<file path="src/rtl/hazard_stall_ctrl.sv">
// Decode-stage sequencing controller: load-use / RAW bubble insertion,
// data-memory wait hold, misprediction squash of IF/ID, stall statistics
// and memory-wait timeout detection.
module hazard_stall_ctrl #(
  parameter int unsigned FWD_EN   = 1,
  parameter int unsigned MAX_WAIT = 16,
  parameter int unsigned CNT_W    = 16
) (
  input  logic             clk,
  input  logic             rst,
  input  logic             IFID_valid,
  input  logic [2:0]       IFID_Rs,
  input  logic [2:0]       IFID_Rt,
  input  logic             IFID_UsesRs,
  input  logic             IFID_UsesRt,
  input  logic             IDEX_RegWrt,
  input  logic             IDEX_MemRead,
  input  logic [2:0]       IDEX_RD,
  input  logic             EXMEM_RegWrt,
  input  logic [2:0]       EXMEM_RD,
  input  logic             DM_Req,
  input  logic             Done_DM,
  input  logic             misprediction,
  output logic             NOP_mech,
  output logic             PC_stall,
  output logic             IFID_stall,
  output logic             IDEX_stall,
  output logic             EXMEM_stall,
  output logic             IFID_flush,
  output logic             stall_err,
  output logic [CNT_W-1:0] stall_cnt
);

  typedef enum logic [1:0] {
    S_INIT    = 2'd0,
    S_RUN     = 2'd1,
    S_MEMWAIT = 2'd2,
    S_ERR     = 2'd3
  } state_t;

  localparam int unsigned        WAIT_W    = $clog2(MAX_WAIT);
  localparam logic [WAIT_W-1:0]  WAIT_LAST = WAIT_W'(MAX_WAIT - 1);
  localparam logic [CNT_W-1:0]   CNT_MAX   = '1;

  state_t             state_q, state_d;
  logic [WAIT_W-1:0]  wait_cnt_q, wait_cnt_d;
  logic [CNT_W-1:0]   stall_cnt_q, stall_cnt_d;

  logic match_idex;
  logic match_exmem;
  logic lu;
  logic raw;
  logic haz;
  logic mw;

  // Operand comparison and hazard classification for the instruction in decode.
  always_comb begin
    match_idex  = (IFID_UsesRs && (IFID_Rs == IDEX_RD)) ||
                  (IFID_UsesRt && (IFID_Rt == IDEX_RD));
    match_exmem = (IFID_UsesRs && (IFID_Rs == EXMEM_RD)) ||
                  (IFID_UsesRt && (IFID_Rt == EXMEM_RD));
    lu = IFID_valid && IDEX_RegWrt && IDEX_MemRead && match_idex;
    if (FWD_EN != 0) begin
      raw = 1'b0;
    end else begin
      raw = IFID_valid && ((IDEX_RegWrt && match_idex) ||
                           (EXMEM_RegWrt && match_exmem));
    end
    haz = lu || raw;
    mw  = DM_Req && !Done_DM;
  end

  // Next-state, wait counter and same-cycle stall/flush outputs.
  always_comb begin
    state_d     = state_q;
    wait_cnt_d  = wait_cnt_q;
    NOP_mech    = 1'b0;
    PC_stall    = 1'b0;
    IFID_stall  = 1'b0;
    IDEX_stall  = 1'b0;
    EXMEM_stall = 1'b0;
    IFID_flush  = 1'b0;
    unique case (state_q)
      S_INIT: begin
        NOP_mech = 1'b1;
        state_d  = S_RUN;
      end
      S_RUN, S_MEMWAIT: begin
        if (mw) begin
          PC_stall    = 1'b1;
          IFID_stall  = 1'b1;
          IDEX_stall  = 1'b1;
          EXMEM_stall = 1'b1;
          if (state_q == S_RUN) begin
            state_d    = S_MEMWAIT;
            wait_cnt_d = '0;
          end else if (wait_cnt_q == WAIT_LAST) begin
            state_d = S_ERR;
          end else begin
            wait_cnt_d = wait_cnt_q + WAIT_W'(1);
          end
        end else begin
          state_d = S_RUN;
          if (misprediction) begin
            IFID_flush = 1'b1;
          end else if (haz) begin
            NOP_mech   = 1'b1;
            PC_stall   = 1'b1;
            IFID_stall = 1'b1;
          end
        end
      end
      S_ERR: begin
        NOP_mech    = 1'b1;
        PC_stall    = 1'b1;
        IFID_stall  = 1'b1;
        IDEX_stall  = 1'b1;
        EXMEM_stall = 1'b1;
      end
      default: begin
        state_d = S_INIT;
      end
    endcase
  end

  // Saturating count of stalled-PC cycles.
  always_comb begin
    stall_cnt_d = stall_cnt_q;
    if (PC_stall && (stall_cnt_q != CNT_MAX)) begin
      stall_cnt_d = stall_cnt_q + CNT_W'(1);
    end
  end

  // State and counter registers.
  always_ff @(posedge clk or negedge rst) begin
    if (!rst) begin
      state_q     <= S_INIT;
      wait_cnt_q  <= '0;
      stall_cnt_q <= '0;
    end else begin
      state_q     <= state_d;
      wait_cnt_q  <= wait_cnt_d;
      stall_cnt_q <= stall_cnt_d;
    end
  end

  // Status outputs.
  always_comb begin
    stall_err = (state_q == S_ERR);
    stall_cnt = stall_cnt_q;
  end

endmodule

</file>
<file path="config.mk">
export PLATFORM = sky130hd
export DESIGN_NAME = hazard_stall_ctrl
export DESIGN_NICKNAME = d
export VERILOG_FILES = /design/src/rtl/hazard_stall_ctrl.sv
export SDC_FILE = /design/constraint.sdc
export NUM_CORES = 1
export LEC_CHECK = 0
export CORE_MARGIN = 3
export CORE_UTILIZATION = 41
export CTS_CLUSTER_SIZE = 40
export DETAILED_ROUTE_END_ITERATION = 8
export PLACE_DENSITY = 0.84
export SLEW_MARGIN = 10
export SYNTH_ARGS = -nofsm -noshare
export SYNTH_HDL_FRONTEND = slang
export SYNTH_SLANG_ARGS = --single-unit
</file>
<file path="constraint.sdc">
create_clock -name clk -period 2.51 [get_ports clk]
set_input_delay 0.3765 -clock clk [delete_from_list [all_inputs] [get_ports clk]]
set_output_delay 0.3765 -clock clk [all_outputs]
set_load 0.05 [all_outputs]
</file>
==> results of run 1 <==
[cell usage in the layout (no fill, tap or decap), types with 2 or more instances in the layout]
cell type / count
a21oi_1: 4
a22oi_1: 2
and3_1: 4
buf_12: 5
buf_4: 4
clkbuf_4: 3
clkdlybuf4s50_1: 35
dfrtp_1: 22
ha_1: 6
inv_1: 4
nand2_1: 14
nand3_1: 8
nand4_1: 3
nor2_1: 12
nor2_2: 2
nor3_1: 5
nor3_2: 2
o21ai_0: 5
xnor2_1: 8
xor2_1: 12
[power by group through the flow]
stage | combinational (mW) | sequential (mW) | clock [mW]
floorplan | 0.0119 | 0.361 | 0
global placement | 0.0502 | 0.361 | 0
detailed placement | 0.0520 | 0.361 | 0
CTS | 0.0523 | 0.354 | 0.202
global route | 0.0554 | 0.354 | 0.216
finish | 0.0515 | 0.354 | 0.195
[critical path: cells and delay by family (launching register included)]
kind                     cells  cell delay (ns)
flip-flops                   1             0.42
adder cells (fa/ha/maj)      1             0.28
AND/OR/NAND/NOR              4             0.75
buffers and inverters        2             0.28
[metrics by stage]
step	instance area, um2	worst slack [ns]	hold slack, ns	utilization (%)	power [mW]
2_1_floorplan	1300	0.143	0.0809	-	0.373
3_3_place_gp	1800	0.240	0.481	62.5	0.411
3_5_place_dp	1800	0.189	0.488	62.5	0.413
4_1_cts	1850	0.0901	0.405	64.2	0.609
5_1_grt	1850	0.000917	0.420	64.3	0.626
6_report	1850	0.103	0.402	64.3	0.601
[final cells by class]
cell class                      instances  share of cell area [%]
Multi-Input combinational cell        105                    38.6
Inverter                                4                   0.812
Clock buffer                            4                    1.96
Tap cell                               42                    2.84
Sequential cell                        22                    29.8
Timing Repair Buffer                   44                    26.0
[flip-flops by register name, summed over array words and instances, names as in the netlist]
signal      flops
wait_cnt_q      4
stall_cnt      16
state_q         2
[logic make-up after synthesis]
| kind of cell | share of synthesized area [%] |
|---|---|
| mux | 2.03 |
| flops | 42.5 |
| simple gates | 26.0 |
| buf+inv | 3.19 |
| fa+ha+maj | 5.80 |
| compound gates | 6.96 |
| xor+xnor | 13.5 |
[worst paths after layout]
kind	slack, ns	start	depth (start not counted)	endpoint
worst max-delay path	0.10	state_q[1]$_DFFE_PN0P_	7	IFID_stall
worst min-delay path	0.40	rst	2	stall_cnt[0]$_DFFE_PN0P_
worst max register to register	0.41	state_q[1]$_DFFE_PN0P_	8	stall_cnt[14]$_DFFE_PN0P_
worst min register to register	0.51	stall_cnt[7]$_DFFE_PN0P_	1	stall_cnt[7]$_DFFE_PN0P_
max in group asynchronous	1.89	rst	2	stall_cnt[3]$_DFFE_PN0P_
min in group clk	0.51	stall_cnt[7]$_DFFE_PN0P_	1	stall_cnt[7]$_DFFE_PN0P_
[layer usage]
metal | track usage, % | up-vias | wire length [um]
met5 | 0 | - | 0
met4 | 4.14 | 0 | 8
met3 | 3.06 | 2 | 105
met2 | 30.8 | 23 | 1530
met1 | 18.0 | 539 | 1250
li1 | - | 547 | -
[timing repair]
action	4_1_cts	5_1_grt
pin swaps	0	0
hold buffers	0	0
buffers inserted	1	0
cloned	0	0
resized for setup	2	1
setup endpoints to repair	2	2
==> results.md, run 1 <==
- Finish-stage setup viols: 0
- DRT iter0 DRCs: 42
- Startpoint-to-endpoint class of the critical path: register to output pin
- Final wirelength: 2890 um
- H-tree depth: 1
- Setup clock skew after layout: around 0.0032 ns
- Library cell occupying the most area in the post-synthesis netlist: dfrtp_1
- Total standard cell area after synthesis: 1290 um2
- Synth area leaders: dfrtp_1, xor2_1, ha_1, xnor2_1, nand2_1
- Global-route wire length before repair: ~5100 um
- Length of the first detailed-routing pass in iterations: 4
- Die height: 62.2 um
- Antenna violations before repair: 0
- Critical-path cell with the highest stage delay: dfrtp_1
- Worst vdd rail ir drop: between 0.00015 and 0.0002 V
- Area share of the largest cell type after synthesis: around 43%
- Clock power frac: 32.5%
- WP data arrival: a little over 2 ns
- Worst Hold Class: input pin to asynchronous set/reset pin
- Power density relative to cell area: ~320 nW/um2
- Total Nets Final: about 210
- Post-Syn Nets: 163
- Cell chain of the critical path: inv_1 -> ha_1 -> and3b_2 -> nor2_2 -> nor2_4 -> or2_4 -> buf_12
- Starting density of the core: a little under half
- Insertion delay of the later-clocked pin in the worst-skew pair: 0.31 ns
- Maximum count of clock buffers along a single path: 2
- Fraction of power consumed by combinational cells: around 8.6%
- Top_reg_cell synth: dfrtp_1
- Required time of the critical path: 2.13 ns
- Core Rows: 19
- Core Area: 2880 um2
- Antenna-violating nets left: 0
- Post-route fraction of the period consumed by the critical path: a little over nine tenths
- Final-report hold violation count: 0
- Average cell area after synthesis: about 9.7 um2
- Maximum number of pins on one net before global-route repair: 23
- Maximum fanout along the worst path: 5
- Unique masters post-synth: 35
- Number of clock sinks seen by CTS: 22
- Most used standard cell by instance count after synthesis: dfrtp_1
- Post-DR wirelength/cell: around 13 um
- Overall die width: roughly 62 um
- Sequential area share after synthesis: a little over two fifths
- Sequential cell fraction of total power: between 50% and 60%
- Post-Synthesis Cells: 134
- Area growth syn-to-layout: 42.8%
- Slowest Stage Delay on Critical Path: 0.42 ns
- Post-synth EDFFs: 0
- Run status: complete, no violations
- CP Capture Type: output pin
- Cell internal pwr: between 0.4 and 0.5 mW
- Diode insertion count for antenna repair: 0
- FILL cells: roughly 240
- Highest attainable clock frequency: ~420 MHz
- Setup Total Neg Slack: 0 ns
- Async set or reset register ratio after synthesis: 100%
- Clock transition at the registers of the reported paths: 0.12 ns
- Cells after DPL: between 200 and 250
- Storage element area: around 550 um2
- Worst Setup Start Kind: register
- MaxCap Viol Count: 0
- Most frequent cells after synthesis: dfrtp_1, nand2_1, nor2_1
- Area occupied by multi-input gates: slightly above 700 um2
- Leakage power figure: approximately 0.86 nW
- Setup repair after global routing missed its margin: false
- Synthesized flop and latch total: 22
- Die area: ~3900 um2
- IO buf count: between 40 and 50
- Half-perimeter wire length of the detailed placement result: roughly 2300 um
- Non-filler instance count after layout: around 220
- Count of boundary I/O pins: 46
- Routability congestion estimate: 0.786
- Cts bufs inserted: 3
- Final number of max-transition violations: 0
- Psw: between 0.1 and 0.15 mW
- Cell at the root of the clock tree: clkbuf_4
- Actual transition at the worst max-transition pin: approximately 0.50 ns
- Minimum clock period after layout: 2.41 ns
- Detailed-route DRC error count: 0
- Count of vias placed by the detailed router: approximately 1100
- Number of warnings issued by yosys: 0
- Via-to-Cell Ratio: between 5 and 6
- Share of total power consumed by net switching: between 20% and 30%
- Overflow left after global routing: 0
- Global router's overall resource usage: between 10% and 20%
- Proportion of layout cells with a drive suffix above 1: between 10 and 15%
- TritonCTS clock tree: built
- Vias in the first global route: approximately 1200
- Relative slew margins: between 60 and 70%
Power figures use the tool's default switching activity.
==> inputs of run 2 (changes only) <==
--- a/config.mk
+++ b/config.mk
@@ -10,6 +10,7 @@
 export CTS_CLUSTER_SIZE = 40
 export DETAILED_ROUTE_END_ITERATION = 8
 export PLACE_DENSITY = 0.84
+export REMOVE_ABC_BUFFERS = 1
 export SLEW_MARGIN = 10
 export SYNTH_ARGS = -nofsm -noshare
 export SYNTH_HDL_FRONTEND = slang
==> run 2 against run 1 <==
  * Critical path depth stayed put
  * Clock power is 45% higher
  * Largest power group unchanged
  * Worst hold slack got worse by 0.029 ns
  * Flip-flop and latch count unchanged
  * Non-clock buffer count grew 3
  * Combinational power barely moved
  * Critical endpoint is now PC_stall
  * Via count is 0.36% higher
  * Sequential power is essentially flat
  * Core utilization up 1.0 points
  * Global-route usage increased by 0.10 points
==> results.md, run 2 (synthesis results as in run 1) <==
- Run status: complete, no violations
- Finish-stage setup viols: 0
- H-tree depth: 1
- Startpoint-to-endpoint class of the critical path: register to output pin
- Critical-path cell with the highest stage delay: dfrtp_1
- Power density relative to cell area: about 370 nW/um2
- Setup Total Neg Slack: 0 ns
- Leakage power figure: 0.877 nW
- Cells after DPL: 218
- CP delay by family, top: simple AND/OR/NAND/NOR gates
- Worst vdd rail ir drop: around 0.00019 V
- Area growth syn-to-layout: 45.1%
- Antenna-violating nets left: 0
- Area occupied by multi-input gates: ~710 um2
- CTS Hold Bufs: 0
- Cts bufs inserted: 3
- Relative slew margins: between 60% and 70%
- Final number of max-transition violations: 0
- Worst Hold Class: input pin to asynchronous set/reset pin
- Final instance area: roughly 1900 um2
- Max reg flops: 16
- Routability congestion estimate: a little under 0.8
- Die height: about 62 um
- Final wirelength: about 2900 um
- Core Area: roughly 2900 um2
- Cell chain of the critical path: inv_1 -> ha_1 -> and3b_1 -> nor2_1 -> nor2_2 -> or2_4 -> buf_12
- Post-route fraction of the period consumed by the critical path: 94.6%
- Clock transition at the registers of the reported paths: about 0.14 ns
- Setup clock skew after layout: ~0.0087 ns
- IO buf count: 41
- Starting density of the core: ~45%
- Overflow left after global routing: 0
- Diode insertion count for antenna repair: 0
- TritonCTS clock tree: built
- Global-route wire length before repair: ~5100 um
- Maximum count of clock buffers along a single path: 2
- Cell at the root of the clock tree: clkbuf_4
- MaxCap Viol Count: 0
- FILL cells: between 200 and 250
- Count of vias placed by the detailed router: 1115
- Non-filler instance count after layout: between 200 and 250
- Most frequent cells in the layout: clkdlybuf4s50_1, dfrtp_1, nand2_1
- Actual transition at the worst max-transition pin: slightly below 0.6 ns
- Core Rows: 19
- Antenna violations before repair: 0
- DRT iter0 DRCs: 37
- Post-DR wirelength/cell: ~13 um
- WP data arrival: 2.00 ns
- Vias in the first global route: 1148
- Global router's overall resource usage: 16.1%
- Maximum number of pins on one net before global-route repair: 23
- Worst Setup Start Kind: register
- Detailed-route DRC error count: 0
- Required time of the critical path: about 2.1 ns
- Count of boundary I/O pins: 46
- Minimum clock period after layout: approximately 2.4 ns
- Count of buffer and inverter cells on the critical path: 2
- Proportion of layout cells with a drive suffix above 1: between 10% and 20%
- Setup repair after global routing missed its margin: false
- Highest attainable clock frequency: between 400 and 500 MHz
- Insertion delay of the later-clocked pin in the worst-skew pair: about 0.33 ns
- Final-report hold violation count: 0
- Die area: approximately 3900 um2
- Worst setup margin: between 0.1 and 0.15 ns
- Maximum fanout along the worst path: 5
- Leading cell type in the layout, fill and taps excluded: clkdlybuf4s50_1
- Placed standard-cell area: 1810 um2
- Total Nets Final: around 210
- Half-perimeter wire length of the detailed placement result: ~2300 um
- Via-to-Cell Ratio: 4.98
- Number of clock sinks seen by CTS: 22
- Storage element area: 551 um2
- Length of the first detailed-routing pass in iterations: 4
- Slowest Stage Delay on Critical Path: approximately 0.41 ns
- Setup Slack @ Placement: between 0.2 and 0.25 ns
- CP Capture Type: output pin
- Overall die width: a little over 60 um
run 2: stage by stage:
stage               util [%]  hold WS [ns]  power, mW
global placement        62.9         0.480      0.412
floorplan                  -        0.0809      0.373
detailed placement      62.9         0.481      0.413
finish                  65.3         0.373      0.688
CTS                     65.2         0.369      0.697
global route            65.3         0.379      0.717
run 2: layout make-up:
type	instances	share of cell area, %
Multi-Input combinational cell	105	37.5
Sequential cell	22	29.3
Timing Repair Buffer	47	26.8
Tap cell	42	2.80
Clock inverter	1	1.60
Clock buffer	3	1.20
Inverter	4	0.799
run 2: final timing paths:
check	cells past startpoint	startpoint	end	slack, ns
max	7	state_q[1]$_DFFE_PN0P_	PC_stall	0.13
min in group clk	1	stall_cnt[11]$_DFFE_PN0P_	stall_cnt[11]$_DFFE_PN0P_	0.50
max reg2reg	9	state_q[1]$_DFFE_PN0P_	stall_cnt[4]$_DFFE_PN0P_	0.28
min	2	rst	stall_cnt[4]$_DFFE_PN0P_	0.37
max in group asynchronous	2	rst	wait_cnt_q[2]$_DFFE_PN0P_	1.91
min reg2reg	1	stall_cnt[11]$_DFFE_PN0P_	stall_cnt[11]$_DFFE_PN0P_	0.50
run 2: where the power goes:
group	switching (mW)	leakage [nW]	internal, mW
combinational	0.0180	0.572	0.0333
clock	0.121	0.0279	0.162
sequential	0	0.277	0.354
total	0.139	0.877	0.549
run 2: timing repair:
action | CTS | global route
setup buffers | 2 | 0
setup endpoints to repair | 2 | 2
endpoints found under the hold margin | 0 | 0
gates cloned | 0 | 0
resized for setup | 0 | 1
run 2: metal layers:
layer	share of wire (%)	vias to the layer above	track usage, %
li1	-	556	-
met1	43	527	19.1
met2	51	27	28.8
met3	4.2	5	2.88
met4	2.0	0	6.63
met5	0	-	0
